**src/rtl/taxi_pkg.sv**
```systemverilog
// ---------------------------------------------------------------------------
// taxi_pkg
//   Types and constants shared by the taxi meter blocks.
//   trip_state_t   : trip state machine encoding (IDLE / RUN / PAUSE)
//   METER_W        : width of the metre count driven to mileage_display
//   MAX_METERS_DEF : default saturation ceiling for the metre count
//   WAIT_W         : width of the waiting-seconds counter
// ---------------------------------------------------------------------------
package taxi_pkg;

  typedef enum logic [1:0] {
    IDLE  = 2'd0,
    RUN   = 2'd1,
    PAUSE = 2'd2
  } trip_state_t;

  localparam int METER_W        = 20;
  localparam int MAX_METERS_DEF = 99999;
  localparam int WAIT_W         = 16;

endpackage

```
**src/rtl/pulse_sync_edge.sv**
```systemverilog
// ---------------------------------------------------------------------------
// pulse_sync_edge
//   Brings an asynchronous level into the clk domain and flags its rising
//   edges. Also used for the fare-button inputs.
//   clk  in  system clock, rising-edge
//   rst  in  asynchronous reset, active-high
//   din  in  raw asynchronous input
//   rise out registered one-cycle pulse per rising edge of din
// A rise of din sampled at edge k makes rise high after edge k+2, so a
// consumer acting on rise updates its state at edge k+3.
// ---------------------------------------------------------------------------
module pulse_sync_edge (
  input  logic clk,
  input  logic rst,
  input  logic din,
  output logic rise
);

  logic s1;
  logic s2;
  logic s3;

  // NOTE: every clocked register uses <= so all flops sample their inputs
  // from before the edge; blocking here would collapse the s1->s2->s3 chain.
  always_ff @(posedge clk or posedge rst) begin
    if (rst) begin
      s1   <= 1'b0;
      s2   <= 1'b0;
      s3   <= 1'b0;
      rise <= 1'b0;
    end else begin
      s1   <= din;
      s2   <= s1;
      s3   <= s2;
      rise <= s2 & ~s3;
    end
  end

endmodule

```
**src/rtl/mileage_counter.sv**
```systemverilog
// ---------------------------------------------------------------------------
// mileage_counter
//   Taxi odometer front end: synchronises the wheel sensor, counts metres per
//   trip and runs the IDLE / RUN / PAUSE trip state machine.
//   Optional waiting timer built when WAIT_TIMER_EN is defined; otherwise
//   wait_sec is tied to zero and the port list is unchanged.
// Parameters
//   CLK_HZ           clk frequency, sets the 1 s prescaler (waiting timer)
//   METERS_PER_PULSE metres added per wheel pulse, 1..15
//   MAX_METERS       saturation ceiling, < 2^20
// Ports
//   clk       in   system clock, rising-edge
//   rst       in   asynchronous reset, active-high
//   wheel_raw in   raw wheel sensor, asynchronous, one rise per revolution
//   start     in   1-cycle pulse, begin a new trip (clears trip data)
//   pause     in   1-cycle pulse, passenger waiting
//   resume    in   1-cycle pulse, continue the trip
//   stop      in   1-cycle pulse, end the trip
//   meters    out  metres this trip (to mileage_display.i)
//   running   out  state == RUN
//   paused    out  state == PAUSE
//   sat       out  sticky, meters reached MAX_METERS
//   wait_sec  out  whole seconds spent in PAUSE this trip
// ---------------------------------------------------------------------------
module mileage_counter
  import taxi_pkg::*;
#(
  parameter int CLK_HZ           = 1000,
  parameter int METERS_PER_PULSE = 1,
  parameter int MAX_METERS       = MAX_METERS_DEF
) (
  input  logic               clk,
  input  logic               rst,
  input  logic               wheel_raw,
  input  logic               start,
  input  logic               pause,
  input  logic               resume,
  input  logic               stop,
  output logic [METER_W-1:0] meters,
  output logic               running,
  output logic               paused,
  output logic               sat,
  output logic [WAIT_W-1:0]  wait_sec
);

  // Reject configurations the arithmetic below cannot honour.
  if (CLK_HZ < 1 || METERS_PER_PULSE < 1 || METERS_PER_PULSE > 15 ||
      MAX_METERS < 1 || MAX_METERS >= (1 << METER_W)) begin : g_param_check
    $error("mileage_counter: illegal parameter set");
  end

  trip_state_t        state;
  logic               wheel_rise;
  logic               trip_clear;
  logic               count_en;
  logic [METER_W:0]   next_sum;

  pulse_sync_edge u_wheel_sync (
    .clk  (clk),
    .rst  (rst),
    .din  (wheel_raw),
    .rise (wheel_rise)
  );

  // start clears the trip in every state unless a coincident stop wins
  // (stop is ignored in IDLE, so there start always takes effect).
  assign trip_clear = start && ((state == IDLE) || !stop);

  // A wheel edge coinciding with a trip clear is dropped; with pause or stop
  // it still counts because RUN is the pre-edge state.
  assign count_en = (state == RUN) && wheel_rise && !trip_clear;

  // One extra bit so the ceiling compare cannot be fooled by a wrap.
  assign next_sum = {1'b0, meters} + (METER_W + 1)'(METERS_PER_PULSE);

  always_ff @(posedge clk or posedge rst) begin
    if (rst) begin
      state  <= IDLE;
      meters <= '0;
      sat    <= 1'b0;
    end else begin
      case (state)
        IDLE: begin
          if (start) state <= RUN;
        end
        RUN: begin
          if (stop)       state <= IDLE;
          else if (start) state <= RUN;
          else if (pause) state <= PAUSE;
        end
        PAUSE: begin
          if (stop)        state <= IDLE;
          else if (start)  state <= RUN;
          else if (resume) state <= RUN;
        end
        default: state <= IDLE;
      endcase

      if (trip_clear) begin
        meters <= '0;
        sat    <= 1'b0;
      end else if (count_en) begin
        if (next_sum >= (METER_W + 1)'(MAX_METERS)) begin
          meters <= METER_W'(MAX_METERS);
          sat    <= 1'b1;
        end else begin
          meters <= next_sum[METER_W-1:0];
        end
      end
    end
  end

  assign running = (state == RUN);
  assign paused  = (state == PAUSE);

`ifdef WAIT_TIMER_EN
  localparam int PRE_W = (CLK_HZ > 1) ? $clog2(CLK_HZ) : 1;

  logic [PRE_W-1:0]  prescale;
  logic [WAIT_W-1:0] wait_cnt;
  logic              enter_pause;

  // Same conditions as the RUN -> PAUSE arc above.
  assign enter_pause = (state == RUN) && pause && !stop && !start;

  always_ff @(posedge clk or posedge rst) begin
    if (rst) begin
      prescale <= '0;
      wait_cnt <= '0;
    end else begin
      // A partial second left over from an earlier pause is discarded.
      if (enter_pause) begin
        prescale <= '0;
      end else if (state == PAUSE) begin
        if (prescale == PRE_W'(CLK_HZ - 1)) begin
          prescale <= '0;
        end else begin
          prescale <= prescale + 1'b1;
        end
      end

      if (trip_clear) begin
        wait_cnt <= '0;
      end else if (state == PAUSE && prescale == PRE_W'(CLK_HZ - 1) &&
                   wait_cnt != {WAIT_W{1'b1}}) begin
        wait_cnt <= wait_cnt + 1'b1;
      end
    end
  end

  assign wait_sec = wait_cnt;
`else
  assign wait_sec = '0;
`endif

endmodule

```
**config.mk**
```make
export PLATFORM = sky130hd
export DESIGN_NAME = mileage_counter
export DESIGN_NICKNAME = d
export VERILOG_FILES = /design/src/rtl/taxi_pkg.sv /design/src/rtl/pulse_sync_edge.sv /design/src/rtl/mileage_counter.sv
export SDC_FILE = /design/constraint.sdc
export NUM_CORES = 1
export LEC_CHECK = 0
export CAP_MARGIN = 20
export CORE_ASPECT_RATIO = 1.2
export CORE_UTILIZATION = 50
export DETAILED_ROUTE_END_ITERATION = 6
export PLACE_DENSITY = 0.78
export RECOVER_POWER = 100
export SLEW_MARGIN = 20
export SYNTH_ARGS = -nofsm -noshare
export SYNTH_HDL_FRONTEND = slang
export SYNTH_HIERARCHICAL = 1
export SYNTH_SLANG_ARGS = --single-unit
```
**constraint.sdc**
```tcl
create_clock -name clk -period 3.5 [get_ports clk]
set_input_delay 1.05 -clock clk [delete_from_list [all_inputs] [get_ports clk]]
set_output_delay 1.05 -clock clk [all_outputs]
set_load 0.1 [all_outputs]
```
==> run_results.csv <==
group,metric,value,unit
outcome,status,"finished clean",
setup_path,critPathArrivalTime,3230,ps
yosys,avgSynthCellArea,8.94,µm²
yosys,muxShareOfSynthArea,0.00476,
power,peakVddDrop,0.179,mV
routing,first_pass_iters,4,
routing,vias,1963,
routing,drt_iter0_drc,157,
yosys,synth-simple-area-share,0.243,
global_route,grt-ovfl-total,0,
cells_and_area,stdcell_count,310,
setup_path,start_kind,"flop",
sta,period_minus_slack,3100,ps
floorplan,fp-row-count,25,
clock_tree,cts_tree,"yes",
yosys,synth_compound_area_frac,0.265,
routing,drc,0,
yosys,yosysWarnings,6,
clock_tree,root_buffer,"clkbuf_8",
clock_tree,cts_resized,0,
clock_tree,cts.htree.levels,1,
cells_and_area,nNetsFinal,266,
sta,fin_setup_tns,0,ps
sta,setup_viol_count_final,0,
setup_path,setup.worst_path.class,"flop to flop",
yosys,synth_top_family_by_area,"compound AO/OA/AOI/OAI gates",
sta,drv_slew,0,
clock_tree,ctsHoldBuffers,0,
setup_path,r2r_start,"meters[0]",
sta,rsz0062_at_grt,"false",
yosys,ys_seq_elements,27,
global_route,antenna_found_initial,0,
routing,drt-vias-per-instance,6.33,
clock_tree,post-cts-setup-buffer-count,0,
yosys,synth_edf_count,0,
cells_and_area,diodes,0,
routing,drtAntennaViolNets,0,
clock_tree,clock_sinks,27,
global_route,grt_pass1_wl,8930,µm
global_route,grt_usage,0.271,
floorplan,initial_utilization,0.529,
setup_path,crit_chain,"ha_1 > and3_1 > nand4_1 > a21oi_1 > or3_1 > nand2_1 > a211oi_4 > a221oi_1",
sta,fmax,323,MHz
placement,portBuffers,29,
sta,finClkSkew,3.21,ps
floorplan,die_x,61.2,µm
power,power-per-cell-area,312,nW/µm²
setup_path,cp-startpoint,"meters[0]",
sta,hold_viol,0,
setup_path,cp_num_buf_inv,0,
clock_tree,insertion_delay,270,ps
routing,wl,5460,µm
yosys,async_reset_ff_frac,1.00,
yosys,synthFlopType,"dfrtp_1",
floorplan,io_pins,46,
setup_path,crit_fanout,12,
clock_tree,cts.path.max_buffers,2,
cells_and_area,drive_above_1_share,0.0781,
clock_tree,numCtsBuffers,3,
setup_path,crit_family,"simple AND/OR/NAND/NOR gates",
setup_path,slowest_stage,"dfrtp_1",
yosys,syn_inst,235,
cells_and_area,area_growth,5.36,%
sta,worst_pin_slew,1360,ps
clock_tree,clkSlewWorstSetupHoldPaths,90,ps
yosys,yosysUniqueCellTypes,64,
floorplan,die-area,4470,µm²
cells_and_area,design_area,2210,µm²
placement,routabilityCongestion,0.918,
run,cap_violations,0,
yosys,synthAdderAreaFrac,0.0119,
setup_path,worstSetupEndpointType,"flop",
sta,relSlewSlack,0.0904,
hold_path,hold_start,"u_wheel_sync/s1",
hold_path,hold_class,"flop to flop",
setup_path,slowest_delay,580,ps
yosys,synth_xor_area_frac,0.0292,
power,p_leak,0.943,nW
global_route,grt_pass1_vias,1818,
placement,dp_hpwl,3890,µm
yosys,synth_area,2100,µm²
routing,routedWlPerCell,17.6,µm
yosys,seq_area_frac_synth,0.322,
setup_path,required,3620,ps
floorplan,die_h,73.0,µm
placement,placed_area,2290,µm²
floorplan,core,3970,µm²
cells_and_area,fillers,413,
sta,fin_crit_sh,0.886,
global_route,grt_start_max_net_pins,24,
placement,placedCellCount,306,
cells in the mapped netlist (3+ instances only):
cell type / count / area, µm²
a211oi_1: 3 / 22.5
a21oi_1: 12 / 60.1
a31oi_1: 6 / 37.5
and2_1: 3 / 18.8
and3_1: 4 / 25.0
buf_2: 8 / 40.0
buf_4: 16 / 120
clkbuf_1: 5 / 18.8
dfrtp_1: 27 / 676
inv_1: 14 / 52.6
nand2_1: 11 / 41.3
nand2b_1: 3 / 18.8
nand3_1: 12 / 60.1
nand4_1: 14 / 87.6
nor2_1: 5 / 18.8
nor3_1: 10 / 50.1
nor4_1: 5 / 31.3
o2111ai_1: 4 / 35.0
o211a_1: 5 / 50.1
o21ai_0: 7 / 35.0
o31ai_1: 3 / 22.5
xnor2_1: 6 / 52.6
path summary, 6_finish.rpt:
path / end / slack [ps] / depth (start not counted)
hold / removal: u_wheel_sync/s2 / 360 / 0
hold reg to reg: u_wheel_sync/s2 / 360 / 0
setup / recovery: meters[3] / 400 / 8
min in group asynchronous: u_wheel_sync/s2 / 1110 / 2
setup reg to reg: meters[3] / 400 / 8
max in group asynchronous: meters[6] / 1020 / 3
kinds of logic (layout without fill, tap and decap cells):
| group | Yosys count | count (layout) |
|---|---|---|
| compound gates | 67 | 67 |
| xor+xnor | 7 | 7 |
| fa+ha+maj | 2 | 2 |
| buf+inv | 46 | 52 |
| flops | 27 | 27 |
| mux | 1 | 1 |
| other cells | 1 | 16 |
| simple gates | 84 | 84 |
registers in the layout (all words and copies together), names as in the netlist:
signal and cells:
u_wheel_sync/rise 1, state 2, sat 1, u_wheel_sync/s3 1, meters 20, u_wheel_sync/s1 1, u_wheel_sync/s2 1
area by class of cell:
| cell class | count | area [µm²] | area share |
|---|---|---|---|
| timing repair buffer | 34 | 180 | 0.0814 |
| multi-input combinational | 177 | 1190 | 0.539 |
| clock buffer | 4 | 45.0 | 0.0204 |
| sequential | 27 | 676 | 0.305 |
| tap | 54 | 67.6 | 0.0305 |
| inverter | 14 | 52.6 | 0.0237 |
where the power goes:
group	total [W]	leakage, nW	switching [W]	internal [W]
logic	0.000177	0.554	0.000153	0.0000242
clock network	0.000181	0.0228	0.0000996	0.0000817
registers	0.000331	0.366	0.0000125	0.000319
through the flow:
stage               hold slack (ps)  power, W  worst slack (ps)  utilization
floorplan                       331  0.000507               289            -
global placement                346  0.000520               712        0.576
detailed placement              344  0.000522               601        0.576
CTS                             366  0.000702               573        0.588
global route                    376  0.000719               236        0.557
finish                          362  0.000690               399        0.557
per-layer routing:
metal / global-route usage / vias to the layer above / wire (µm)
met5: 0 / - / 0
met4: 0.106 / 0 / 138
met3: 0.0355 / 15 / 368
met2: 0.426 / 92 / 2600
met1: 0.373 / 956 / 2350
li1: - / 900 / -
layout by cell type, fill, tap and decap left out, types with 2 or more instances in the layout:
cell / n
a21oi_1: 13
ha_1: 2
nor2b_1: 3
o22a_1: 2
nor3_1: 10
a2111oi_0: 2
o2111ai_1: 4
nand4_2: 2
nand3_1: 12
a211oi_1: 4
a31oi_1: 6
clkdlybuf4s50_1: 2
o211a_1: 5
a221oi_1: 3
clkbuf_1: 25
nor2_1: 5
o31ai_1: 3
xnor2_1: 6
dfrtp_1: 27
inv_1: 14
or3_1: 2
buf_4: 4
nor4_1: 5
o21ai_0: 7
a32o_1: 2
and2_1: 2
and4_1: 2
and3_1: 4
nand2b_1: 3
nand4_1: 14
nand2_1: 12
conb_1: 16
clkbuf_8: 3
dlygate4sd3_1: 4
Power figures use the tool's default switching activity.
